**src/rtl/io_line_pkg.sv**
```systemverilog
// io_line_pkg: shared sizing for the CPU I/O line bridge.
//   WORD_WIDTH    - CPU datapath word width
//   DEFAULT_DEPTH - default entries per FIFO
//   ptr_width()   - read/write pointer width for a given FIFO depth
package io_line_pkg;

    localparam int WORD_WIDTH    = 16;
    localparam int DEFAULT_DEPTH = 4;

    // Depth is a power of two, so pointers wrap naturally at this width.
    function automatic int ptr_width(input int depth);
        return (depth > 1) ? $clog2(depth) : 1;
    endfunction

endpackage

```
**src/rtl/io_line_fifo.sv**
```systemverilog
// io_line_fifo: synchronous FIFO used for both the TX and RX directions.
// Ports:
//   clock, resetN   - rising-edge clock, async active-low reset
//   push, pushData  - write request and word
//   pop             - read request (ignored while empty)
//   head            - oldest word, 0 when empty
//   empty, full     - occupancy flags from the registered count
// A push while full is accepted only when a pop happens in the same cycle.
module io_line_fifo
    import io_line_pkg::*;
#(
    parameter int DEPTH = DEFAULT_DEPTH,
    parameter int WIDTH = WORD_WIDTH
) (
    input  logic             clock,
    input  logic             resetN,
    input  logic             push,
    input  logic [WIDTH-1:0] pushData,
    input  logic             pop,
    output logic [WIDTH-1:0] head,
    output logic             empty,
    output logic             full
);

    localparam int PW = ptr_width(DEPTH);
    localparam int CW = PW + 1;
    localparam logic [CW-1:0] FULL_CNT = CW'(DEPTH);

    logic [WIDTH-1:0] r_mem [DEPTH];
    logic [PW-1:0]    r_wptr;
    logic [PW-1:0]    r_rptr;
    logic [CW-1:0]    r_count;

    logic w_pop;
    logic w_push;

    assign empty  = (r_count == '0);
    assign full   = (r_count == FULL_CNT);
    assign w_pop  = pop && !empty;
    assign w_push = push && (!full || w_pop);
    assign head   = empty ? '0 : r_mem[r_rptr];

    always_ff @(posedge clock or negedge resetN) begin
        if (!resetN) begin
            for (int i = 0; i < DEPTH; i++) r_mem[i] <= '0;
            r_wptr  <= '0;
            r_rptr  <= '0;
            r_count <= '0;
        end else begin
            if (w_push) begin
                r_mem[r_wptr] <= pushData;
                r_wptr        <= r_wptr + PW'(1);
            end
            if (w_pop) r_rptr <= r_rptr + PW'(1);
            case ({w_push, w_pop})
                2'b10:   r_count <= r_count + CW'(1);
                2'b01:   r_count <= r_count - CW'(1);
                default: r_count <= r_count;
            endcase
        end
    end

endmodule

```
**src/rtl/io_line_bridge.sv**
```systemverilog
// io_line_bridge: peripheral end of the CPU inputLine/outputLine pair.
// Ports:
//   clock, resetN                 - system clock, async active-low reset
//   outputLine, outputLineWrite   - CPU word and write strobe into TX FIFO
//   txData, txValid, txReady      - TX FIFO drain to external sink
//   txFull, txOverflow            - TX full status, sticky dropped-write flag
//   rxData, rxValid, rxReady      - external source into RX FIFO
//   inputLine, inputValid         - RX FIFO head presented to the CPU
//   inputRead                     - CPU consumes inputLine
//   rxUnderflow                   - sticky read-while-empty flag
//   clearErrors                   - synchronous clear of the sticky flags
// Every output derives from registered state only.
module io_line_bridge
    import io_line_pkg::*;
#(
    parameter int DEPTH = DEFAULT_DEPTH,
    parameter int WIDTH = WORD_WIDTH
) (
    input  logic             clock,
    input  logic             resetN,
    input  logic [WIDTH-1:0] outputLine,
    input  logic             outputLineWrite,
    input  logic             inputRead,
    output logic [WIDTH-1:0] inputLine,
    output logic             inputValid,
    output logic [WIDTH-1:0] txData,
    output logic             txValid,
    input  logic             txReady,
    input  logic [WIDTH-1:0] rxData,
    input  logic             rxValid,
    output logic             rxReady,
    output logic             txFull,
    output logic             txOverflow,
    output logic             rxUnderflow,
    input  logic             clearErrors
);

    logic w_tx_empty;
    logic w_rx_empty;
    logic w_rx_full;
    logic w_tx_pop;
    logic w_ovf;
    logic w_udf;
    logic r_txOverflow;
    logic r_rxUnderflow;

    io_line_fifo #(.DEPTH(DEPTH), .WIDTH(WIDTH)) u_tx (
        .clock    (clock),
        .resetN   (resetN),
        .push     (outputLineWrite),
        .pushData (outputLine),
        .pop      (txReady),
        .head     (txData),
        .empty    (w_tx_empty),
        .full     (txFull)
    );

    // RX push is gated by rxReady so the source never sees a word taken
    // while ready was low, even if the CPU pops in the same cycle.
    io_line_fifo #(.DEPTH(DEPTH), .WIDTH(WIDTH)) u_rx (
        .clock    (clock),
        .resetN   (resetN),
        .push     (rxValid && rxReady),
        .pushData (rxData),
        .pop      (inputRead),
        .head     (inputLine),
        .empty    (w_rx_empty),
        .full     (w_rx_full)
    );

    assign txValid    = !w_tx_empty;
    assign inputValid = !w_rx_empty;
    assign rxReady    = !w_rx_full;

    // A write against a full FIFO is only dropped if nothing drains that cycle.
    assign w_tx_pop = txValid && txReady;
    assign w_ovf    = outputLineWrite && txFull && !w_tx_pop;
    // Judged on pre-edge occupancy: a same-cycle push into an empty FIFO
    // does not rescue the read.
    assign w_udf    = inputRead && w_rx_empty;

    // New error events take priority over clearErrors.
    always_ff @(posedge clock or negedge resetN) begin
        if (!resetN) begin
            r_txOverflow  <= 1'b0;
            r_rxUnderflow <= 1'b0;
        end else begin
            r_txOverflow  <= w_ovf || (r_txOverflow  && !clearErrors);
            r_rxUnderflow <= w_udf || (r_rxUnderflow && !clearErrors);
        end
    end

    assign txOverflow  = r_txOverflow;
    assign rxUnderflow = r_rxUnderflow;

endmodule

```
**config.mk**
```make
export PLATFORM = sky130hd
export DESIGN_NAME = io_line_bridge
export DESIGN_NICKNAME = d
export VERILOG_FILES = /design/src/rtl/io_line_pkg.sv /design/src/rtl/io_line_fifo.sv /design/src/rtl/io_line_bridge.sv
export SDC_FILE = /design/constraint.sdc
export NUM_CORES = 1
export LEC_CHECK = 0
export BUFFER_PORTS_ARGS = -buffer_cell sky130_fd_sc_hd__buf_4
export CAP_MARGIN = 20
export CORE_AREA = 2 2 134 136
export DETAILED_ROUTE_END_ITERATION = 8
export DIE_AREA = 0 0 136 138
export PLACE_DENSITY_LB_ADDON = 0.3
export SLEW_MARGIN = 30
export SYNTH_ARGS = -nofsm -noshare
export SYNTH_HDL_FRONTEND = slang
export SYNTH_SLANG_ARGS = --single-unit
export TNS_END_PERCENT = 50
```
**constraint.sdc**
```tcl
create_clock -name clock -period 2.8 [get_ports clock]
set_input_delay 0.42 -clock clock [delete_from_list [all_inputs] [get_ports clock]]
set_output_delay 0.42 -clock clock [all_outputs]
set_load 0.03 [all_outputs]
```
## Word level (Yosys, flattened, before mapping)

Cells that the tools add are included.

- Bits in registers: 144
- Input port bits: 39
- Output and inout bits: 38
- Logic and storage cells: 82

- $add $sub $neg: 8
- Magnitude comparators: 6
- Equality and inequality tests: 6
- Mux-type cells: 16
- Bitwise gates (word level): 4
- Reduce and logical (&&, ||, !) cells: 26

Operator list:

| operator | number |
|---|---|
| 64-bit bitwise mux | 2 |
| 16-bit two-way mux | 8 |
| 16-bit binary-select mux with 2-bit select | 2 |
| 16-bit demux with 2-bit select | 2 |
| 3-bit >= comparator, second input constant | 4 |
| 1-bit logical AND | 12 |
| 2-bit NOT with 3-bit output | 4 |
| 3-bit case mux with 2 select lines | 2 |
| 2-bit by 1-bit adder with 2-bit output, second input constant | 4 |
| 3-bit by 1-bit adder with 3-bit output, second input constant | 2 |
| 3-bit equality test, second input constant | 2 |
| 1-bit zero test | 6 |
| 3-bit zero test | 2 |
| 3-bit by 1-bit less-than comparator with 1-bit output, second input constant | 2 |
| 3-bit by 1-bit subtractor with 3-bit output, second input constant | 2 |
| 2-bit by 1-bit equality test with 1-bit output, second input constant | 2 |
| 2-bit equality test, second input constant | 2 |
| 1-bit logical OR | 4 |
| 2-bit nonzero test | 2 |

## Depth between registers and ports, before layout

Gate-level depths: netlist of the first run.

- Depth in word-level cells: 7
- Depth in mapped cells: 9
- Gate-level depth less buffers: 8

## Hierarchy

A second synthesis of the first run with hierarchy kept.

- Cell total of the unflattened synthesis: 435
- Area total of the unflattened synthesis: 6712.7 µm²

Modules (own cells, without submodules):

| module | times used | cells each | area an instance (µm²) | sequential area each (µm²) |
|---|---|---|---|---|
| io_line_fifo | 2 | 211 | 3303.2 | 1776.7 |
| io_line_bridge | 1 | 13 | 106.4 | 50.0 |

## Worst setup path before layout of the first run

OpenSTA, ideal clock, no wires.

- Path type: reg-to-reg
- Start point: reg u_rx.r_count[0]
- End point: reg u_rx.r_count[2]
- Library setup time: 79 ps
- Arrival: 2028 ps
- Data required time: 2721 ps
- Path slack: 693 ps
- Cell stages (with the launch flop): 10
- Path buffers: 1
- Clock period less this slack: 2107 ps
- Cell sequence: dfrtp_1 or3b_1 buf_2 nand2_1 ha_1 inv_1 fa_1 xor2_1 nor2_1 xor2_1

- Elaborated cells between the ends (all ways): 14
- Classes of those cells: add/sub (2); eq/ne (3); mux (1); reduce/logical (8)

RTL lines:

| what | RTL line | source |
|---|---|---|
| start: declaration | io_line_fifo.sv:32 | `logic [CW-1:0] r_count;` |
| start signal: assignment | io_line_fifo.sv:56 | `2'b10: r_count <= r_count + CW'(1);` |
| start signal: assignment | io_line_fifo.sv:57 | `2'b01: r_count <= r_count - CW'(1);` |
| start signal: assignment | io_line_fifo.sv:58 | `default: r_count <= r_count;` |
| 3-bit equality test * | io_line_fifo.sv:38 | `assign full = (r_count == FULL_CNT);` |
| 1-bit zero test * | io_line_bridge.sv:73 | `assign rxReady = !w_rx_full;` |
| named net rxReady | io_line_bridge.sv:31 | `output logic rxReady,` |
| 1-bit logical AND or 1-bit logical OR (tied branches) | io_line_bridge.sv:63, io_line_fifo.sv:40 |  |
| 1-bit logical AND * | io_line_fifo.sv:40 | `assign w_push = push && (!full \|\| w_pop);` |
| 2-bit by 1-bit equality test with 1-bit output or 2-bit equality test (tied branches) | io_line_fifo.sv:55 | `case ({w_push, w_pop})` |
| 3-bit case mux with 2 select lines or 2-bit nonzero test (tied branches) | -- |  |

Mark *: on every way through the listed nets, which the timed path passes. The rest lies on a longest branch.
A chain may end at the register's enable or synchronous reset.

## Worst setup path in the final report of the first run

- Start point: reg u_tx.r_rptr[0]
- End point: out txData[13]

- Word-level cells in the longest chain between the ends: 5

RTL lines:

| what | RTL line | source |
|---|---|---|
| start: declaration | io_line_fifo.sv:31 | `logic [PW-1:0] r_rptr;` |
| start signal: assignment | io_line_fifo.sv:54 | `if (w_pop) r_rptr <= r_rptr + PW'(1);` |
| 2-bit NOT with 3-bit output (not written as such) | io_line_fifo.sv:41 | `assign head = empty ? '0 : r_mem[r_rptr];` |
| 16-bit binary-select mux with 2-bit select | io_line_fifo.sv:41 |  |
| 16-bit two-way mux (not written as such) (2 in series) | io_line_fifo.sv:41 |  |
| 16-bit two-way mux | io_line_fifo.sv:41 |  |
| end: declaration | io_line_bridge.sv:26 | `output logic [WIDTH-1:0] txData,` |

No other way between the ends. The select of a mux whose other input is x is not followed.

==> summary.txt, run 1 <==
Status
  – Status: completed

Clocking
  – Clock root cell: clkbuf_16
  – CTS tree: done
  – Clk buf depth: 2
  – CTS clk-pin slew, worst paths: approximately 0.060 ns
  – Clk_lat worst skew: between 0.4 and 0.5 ns
  – PostCTS Resize Cnt: 0
  – H-tree Lvls: 4
  – CTS Sinks: 144
  – CTS Buf Count: 17

Synthesis
  – Distinct cells, synth: 26
  – Sequential fraction of the synthesis area: 0.527
  – Syn_nets: between 400 and 500
  – Syn Area/Cell: around 16 um2
  – Gate Count Post-Synth: 430
  – Synth Register Bits: approximately 140
  – Yosys warning count: 0
  – Mapped Area: roughly 6800 um2

Setup path
  – Reg2Reg Depth: 8
  – Worst Setup End Kind: output port
  – Reg2Reg Launch Point: u_rx.r_count[1]
  – Reg2reg end: u_rx.r_count[2]
  – CP Max Fanout: 18
  – Startpoint Class: flip-flop
  – CP required: 2.38 ns
  – Critical Path AT: around 2 ns
  – R2R setup slack: 0.56 ns
  – Worst Path Class, Setup: reg -> out

Layout
  – Layout cells sized above 1: 0.545
  – Commonest non-fill, non-tap cell in the layout: dfrtp_1
  – FF+latch area: around 3600 um2
  – N_diodes: 0
  – Cell Count, Final, Fillers Out: approximately 760
  – Multi-input logic area: a little under 3000 um2
  – Final core occ: 0.469
  – Commonest non-fill, non-tap cells in the layout: dfrtp_1, mux2_2, buf_4
  – # nets final: 567
  – Area growth syn-to-layout: 20.4%
  – Fill count: between 1.5k and 2k

Pwr
  – Peak supply drop: between 0.8 and 0.9 mV
  – Sequential power share: 0.317
  – Combinational fraction of design power: 0.491
  – Sw power: between 4000 and 5000 uW
  – LEAKAGE: approximately 0.0036 uW
  – Pwr/cell area: roughly 1400 nW/um2
  – Sw Share: 0.349
  – Int Power: ~7700 uW
  – Clock Power Share: 0.192

Timing
  – Max Clock Freq: 413 MHz
  – Final WS setup: around 0.38 ns
  – Worst slew pin tran: a little under 0.8 ns
  – Max Slew Vio Count: 0
  – Hold Fails Final Rpt: 0
  – RSZ-0062 raised after global routing: no
  – Rel. slew slack: 0.481
  – TNS Setup: 0 ns
  – Final min period: 2.42 ns
  – Endpoints failing setup: 0
  – Final worst path period share: 0.866
  – Clock Skew: approximately 0.011 ns

Routing
  – Iter 0 DRT Violations: 124
  – WL final: 13800 um
  – Post-DR wirelength/cell: 18.2 um
  – 1st-pass router iterations: 4
  – Drt drc: 0
  – Post-DRT Antenna Nets: 0
  – Via density: 4.95
  – Vias post-DR: between 3k and 4k

Placed design
  – Placed cells: 725
  – Port-buffer cells: 76
  – GPL Wtd Cong: approximately 0.72
  – Hpwl dp: 9000 um
  – Placement Setup Slack: around 0.5 ns

Global routing
  – Gr usage total: 0.157
  – First-pass GRT wire length: 22500 um
  – Total global routing overflow: 0
  – Largest net degree at the start of global routing: 56
  – Initial antenna violation count: 0
  – Vias in the first global route: 4189

Worst hold path
  – Hold_sp: rxData[8]
  – Min-Delay Path Depth: 2
  – HP Class: in -> reg
  – Hold Path End: u_rx.r_mem[56]

Die
  – # IOs: 77
  – Die area: 18800 um2
  – Row cnt: 49
  – Die height: about 140 um
  – X dimension of the die: between 100 and 150 um
  – CORE AREA: between 15000 and 20000 um2
  – Starting Density: 0.390

Run
  – Max-Cap Viols: 0
Yosys cell counts, drive strengths merged:
library cell    n  area (um2)
or3             2        12.5
mux2i           1        10.0
inv            13        48.8
xnor2           6        52.6
nor4b           1        15.0
nand3           2        10.0
and3            5        31.3
mux4           32         721
o21ai           1        5.00
or3b            1        8.76
mux2          130        1610
dfrtp         144        3600
o2bb2ai         1        8.76
clkbuf          7        26.3
fa              2        40.0
ha             10         125
a32o            1        10.0
nor2            6        22.5
buf            18         175
and2           34         213
nand2           6        22.5
nand2b          1        6.26
xor2            6        52.6
routing by layer:
metal / vias up / share of wire / track usage
li1: 1702 / - / -
met2: 76 / 0.51 / 0.263
met1: 1952 / 0.44 / 0.197
met3: 11 / 0.047 / 0.0488
met4: 0 / 0.0089 / 0.0378
met5: - / 0 / 0
through the flow:
stage                     hold WS [ns]  instance area (um2)  power (uW)
final                            0.262                 8230       11800
after global routing             0.245                 8230       12500
after CTS                        0.237                 8230       12000
after detailed placement         0.418                 7620        9640
after global placement           0.410                 7620        9440
after floorplan                  0.124                 6830        7970
worst max-delay path, cell delays in order, from the launching register on:
cell and delay [ns]:
dfrtp_1 0.32, buf_4 0.35, mux4_2 0.55, and2_1 0.20, buf_4 0.17
area by class of cell:
type | instances | area share
well taps | 229 | 0.0348
clock buffers | 19 | 0.0551
inverters | 13 | 0.00593
repair buffers | 92 | 0.0862
multi-input cells | 248 | 0.363
clock inverters | 11 | 0.0170
flip-flops and latches | 144 | 0.438
power groups by stage:
stage | registers (uW) | clock network, uW | logic (uW)
CTS | 3740 | 2320 | 5900
global route | 3880 | 2420 | 6220
floorplan | 3570 | 0 | 4390
detailed placement | 3770 | 0 | 5880
finish | 3730 | 2260 | 5770
global placement | 3680 | 0 | 5770
cell families (layout without fill, tap and decap cells):
logic type / Yosys count / count (layout) / synth area share
xor+xnor: 12 / 12 / 0.0154
flops: 144 / 144 / 0.527
simple gates: 58 / 58 / 0.0500
fa+ha+maj: 12 / 12 / 0.0242
buf+inv: 38 / 135 / 0.0366
compound gates: 3 / 3 / 0.00348
mux: 163 / 163 / 0.343
worst max-delay path by stage:
stage,end,slack [ns],from,depth (start not counted)
2_1_floorplan,u_rx.r_count[2],0.69,u_rx.r_count[0],9
3_3_place_gp,u_tx.r_count[2],0.54,txReady,9
3_5_place_dp,u_tx.r_count[2],0.49,txReady,9
4_1_cts,txData[13],0.32,u_tx.r_rptr[0],4
5_1_grt,txData[13],0.24,u_tx.r_rptr[0],4
6_report,txData[13],0.38,u_tx.r_rptr[0],4
timing repair:
| action | 4_1_cts | 5_1_grt |
|---|---|---|
| hold buffers | 1 | 0 |
| endpoints found under the hold margin | 52 | 0 |
| setup buffers | 0 | 0 |
state kept, by name (all words and copies together) (netlist names), 2 cells and up:
signal,flops
u_rx.r_rptr,2
u_rx.r_wptr,2
u_tx.r_mem,64
u_tx.r_rptr,2
u_rx.r_count,3
u_tx.r_count,3
u_tx.r_wptr,2
u_rx.r_mem,64
Power figures use the tool's default switching activity.
==> inputs of run 2 (changes only) <==
--- a/config.mk
+++ b/config.mk
@@ -8,6 +8,7 @@
 export BUFFER_PORTS_ARGS = -buffer_cell sky130_fd_sc_hd__buf_4
 export CAP_MARGIN = 20
 export CORE_AREA = 2 2 134 136
+export CTS_BUF_LIST = sky130_fd_sc_hd__clkbuf_4 sky130_fd_sc_hd__clkbuf_8
 export DETAILED_ROUTE_END_ITERATION = 8
 export DIE_AREA = 0 0 136 138
 export PLACE_DENSITY_LB_ADDON = 0.3
==> summary.txt, run 2 (synthesis gave the netlist of run 1 again) <==
Clocking
  – Clk_lat worst skew: 0.44 ns (+0.03 ns)
  – CTS Sinks: 144 (unchanged)
  – H-tree Lvls: 4 (unchanged)
  – Clock root cell: clkbuf_8
  – CTS clk-pin slew, worst paths: 0.08 ns (+0.02 ns)
  – CTS Buf Count: 17 (unchanged)
  – CTS tree: done
  – Clk buf depth: 2 (unchanged)

Timing
  – RSZ-0062 raised after global routing: no
  – Final min period: 2.46 ns (+0.0333 ns)
  – Rel. slew slack: 0.486 (+0.00484)
  – Final worst path period share: 0.878 (+0.0119)
  – TNS Setup: 0 ns (unchanged)
  – Clock Skew: 0.0107 ns (-0.0000491 ns)
  – Endpoints failing setup: 0 (unchanged)
  – Max Slew Vio Count: 0 (unchanged)
  – Hold Fails Final Rpt: 0 (unchanged)
  – Max Clock Freq: 407 MHz (-1.4%)
  – Worst slew pin tran: 0.772 ns (-0.00727 ns)
  – Final WS setup: 0.343 ns (-0.0333 ns)

Placed design
  – Placement Setup Slack: 0.489 ns (unchanged)
  – Placed cells: 725 (unchanged)
  – Port-buffer cells: 76 (unchanged)
  – Hpwl dp: 9000 um (unchanged)
  – Dpl cell area: 7620 um2 (unchanged)
  – GPL Wtd Cong: 0.722 (unchanged)

Global routing
  – Largest net degree at the start of global routing: 56 (unchanged)
  – Vias in the first global route: 4151 (-0.91%)
  – Gr usage total: 0.157 (+0.000427)
  – Total global routing overflow: 0 (unchanged)
  – First-pass GRT wire length: 22500 um (-0.12%)
  – Initial antenna violation count: 0 (unchanged)

Layout
  – Top Registers: u_rx.r_mem (64), u_tx.r_mem (64)
  – FF+latch area: 3600 um2 (unchanged)
  – Multi-input logic area: 2980 um2 (unchanged)
  – Cell Count, Final, Fillers Out: 756 (unchanged)
  – Area growth syn-to-layout: 17.6%
  – Fill count: 1602 (+1.6%)
  – N_diodes: 0 (unchanged)
  – # nets final: 567 (unchanged)
  – Layout cells sized above 1: 0.545 (unchanged)
  – Fin area: 8030 um2 (-2.3%)
  – Commonest non-fill, non-tap cell in the layout: dfrtp_1
  – Commonest non-fill, non-tap cells in the layout: dfrtp_1, mux2_2, buf_4

Routing
  – Drt drc: 0 (unchanged)
  – WL final: 13700 um (-0.49%)
  – 1st-pass router iterations: 4 (unchanged)
  – Post-DR wirelength/cell: 18.1 um (-0.49%)
  – Iter 0 DRT Violations: 141 (+14%)
  – Vias post-DR: 3725 (-0.43%)
  – Post-DRT Antenna Nets: 0 (unchanged)
  – Via density: 4.93 (-0.43%)

Die
  – # IOs: 77 (unchanged)
  – Die height: 138 um (unchanged)
  – Row cnt: 49 (unchanged)
  – CORE AREA: 17500 um2 (unchanged)
  – X dimension of the die: 136 um (unchanged)
  – Die area: 18800 um2 (unchanged)
  – Starting Density: 0.390 (unchanged)

Run
  – Max-Cap Viols: 0 (unchanged)

Pwr
  – Peak supply drop: 0.835 mV (-5.0%)
  – Pwr/cell area: 1390 nW/um2 (-2.9%)
  – Final Power: 11200 uW (-5.1%)
  – LEAKAGE: 0.00354 uW (-2.4%)

Setup path
  – Crit-path max cell delay: 0.55 ns (about the same)
  – CP required: 2.38 ns (about the same)
  – CP most frequent cell: buf_4
  – Critical Path AT: 2.04 ns (+0.04 ns)
  – CP Max Fanout: 18 (unchanged)
  – R2R setup slack: 0.55 ns (about the same)
  – CP Cell Sequence: buf_4, mux4_2, and2_1, buf_4
  – Worst Path Class, Setup: reg -> out
  – Slowest-stage cell, CP: mux4_2
  – Startpoint Class: flip-flop
  – Worst Setup End Kind: output port

Status
  – Status: completed

Worst hold path
  – HP Class: in -> reg
==> run 2: final timing paths <==
kind | from | end | depth (start not counted)
max in group asynchronous | resetN | u_rx.r_mem[24] | 3
setup / recovery | u_tx.r_rptr[0] | txData[13] | 4
min in group asynchronous | resetN | u_tx.r_mem[3] | 2
hold reg to reg | txOverflow | txOverflow | 1
hold / removal | outputLine[12] | u_tx.r_mem[12] | 2
setup reg to reg | u_rx.r_count[0] | u_rx.r_count[2] | 8
==> run 2: routing by layer <==
metal  up-vias  wire length (um)  global-route usage
met1      1943              6040               0.198
met2        68              6880               0.263
met3        15               582              0.0444
met5         -                 0                   0
met4         0               183              0.0461
li1       1699                 -                   -
==> run 2: timing repair <==
action	in CTS	in global routing
endpoints found under the hold margin	52	0
hold buffers	1	0
resized for setup	0	0
setup buffers	0	0
==> run 2: where the power goes <==
group | internal, uW | switching, uW
clock | 911 | 760
combinational | 3070 | 2700
sequential | 3160 | 571
==> run 2: stage by stage <==
step           utilization  hold WS, ns
2_1_floorplan            -        0.124
3_3_place_gp         0.434        0.410
3_5_place_dp         0.435        0.418
4_1_cts              0.458        0.192
5_1_grt              0.458        0.198
6_report             0.458        0.232
==> run 2: layout make-up <==
cell class                 count  share of cell area
tap                          229              0.0357
clock inverter                11              0.0174
multi-input combinational    248               0.371
clock buffer                  19              0.0325
inverter                      13             0.00607
sequential                   144               0.449
timing repair buffer          92              0.0883
==> run 2: worst max-delay path, delay by kind of cell (launching register included) <==
kind                   cells  cell delay (ns)
and+or+nand+nor            1             0.20
DFF                        1             0.33
muxes                      1             0.55
buffers and inverters      2             0.52
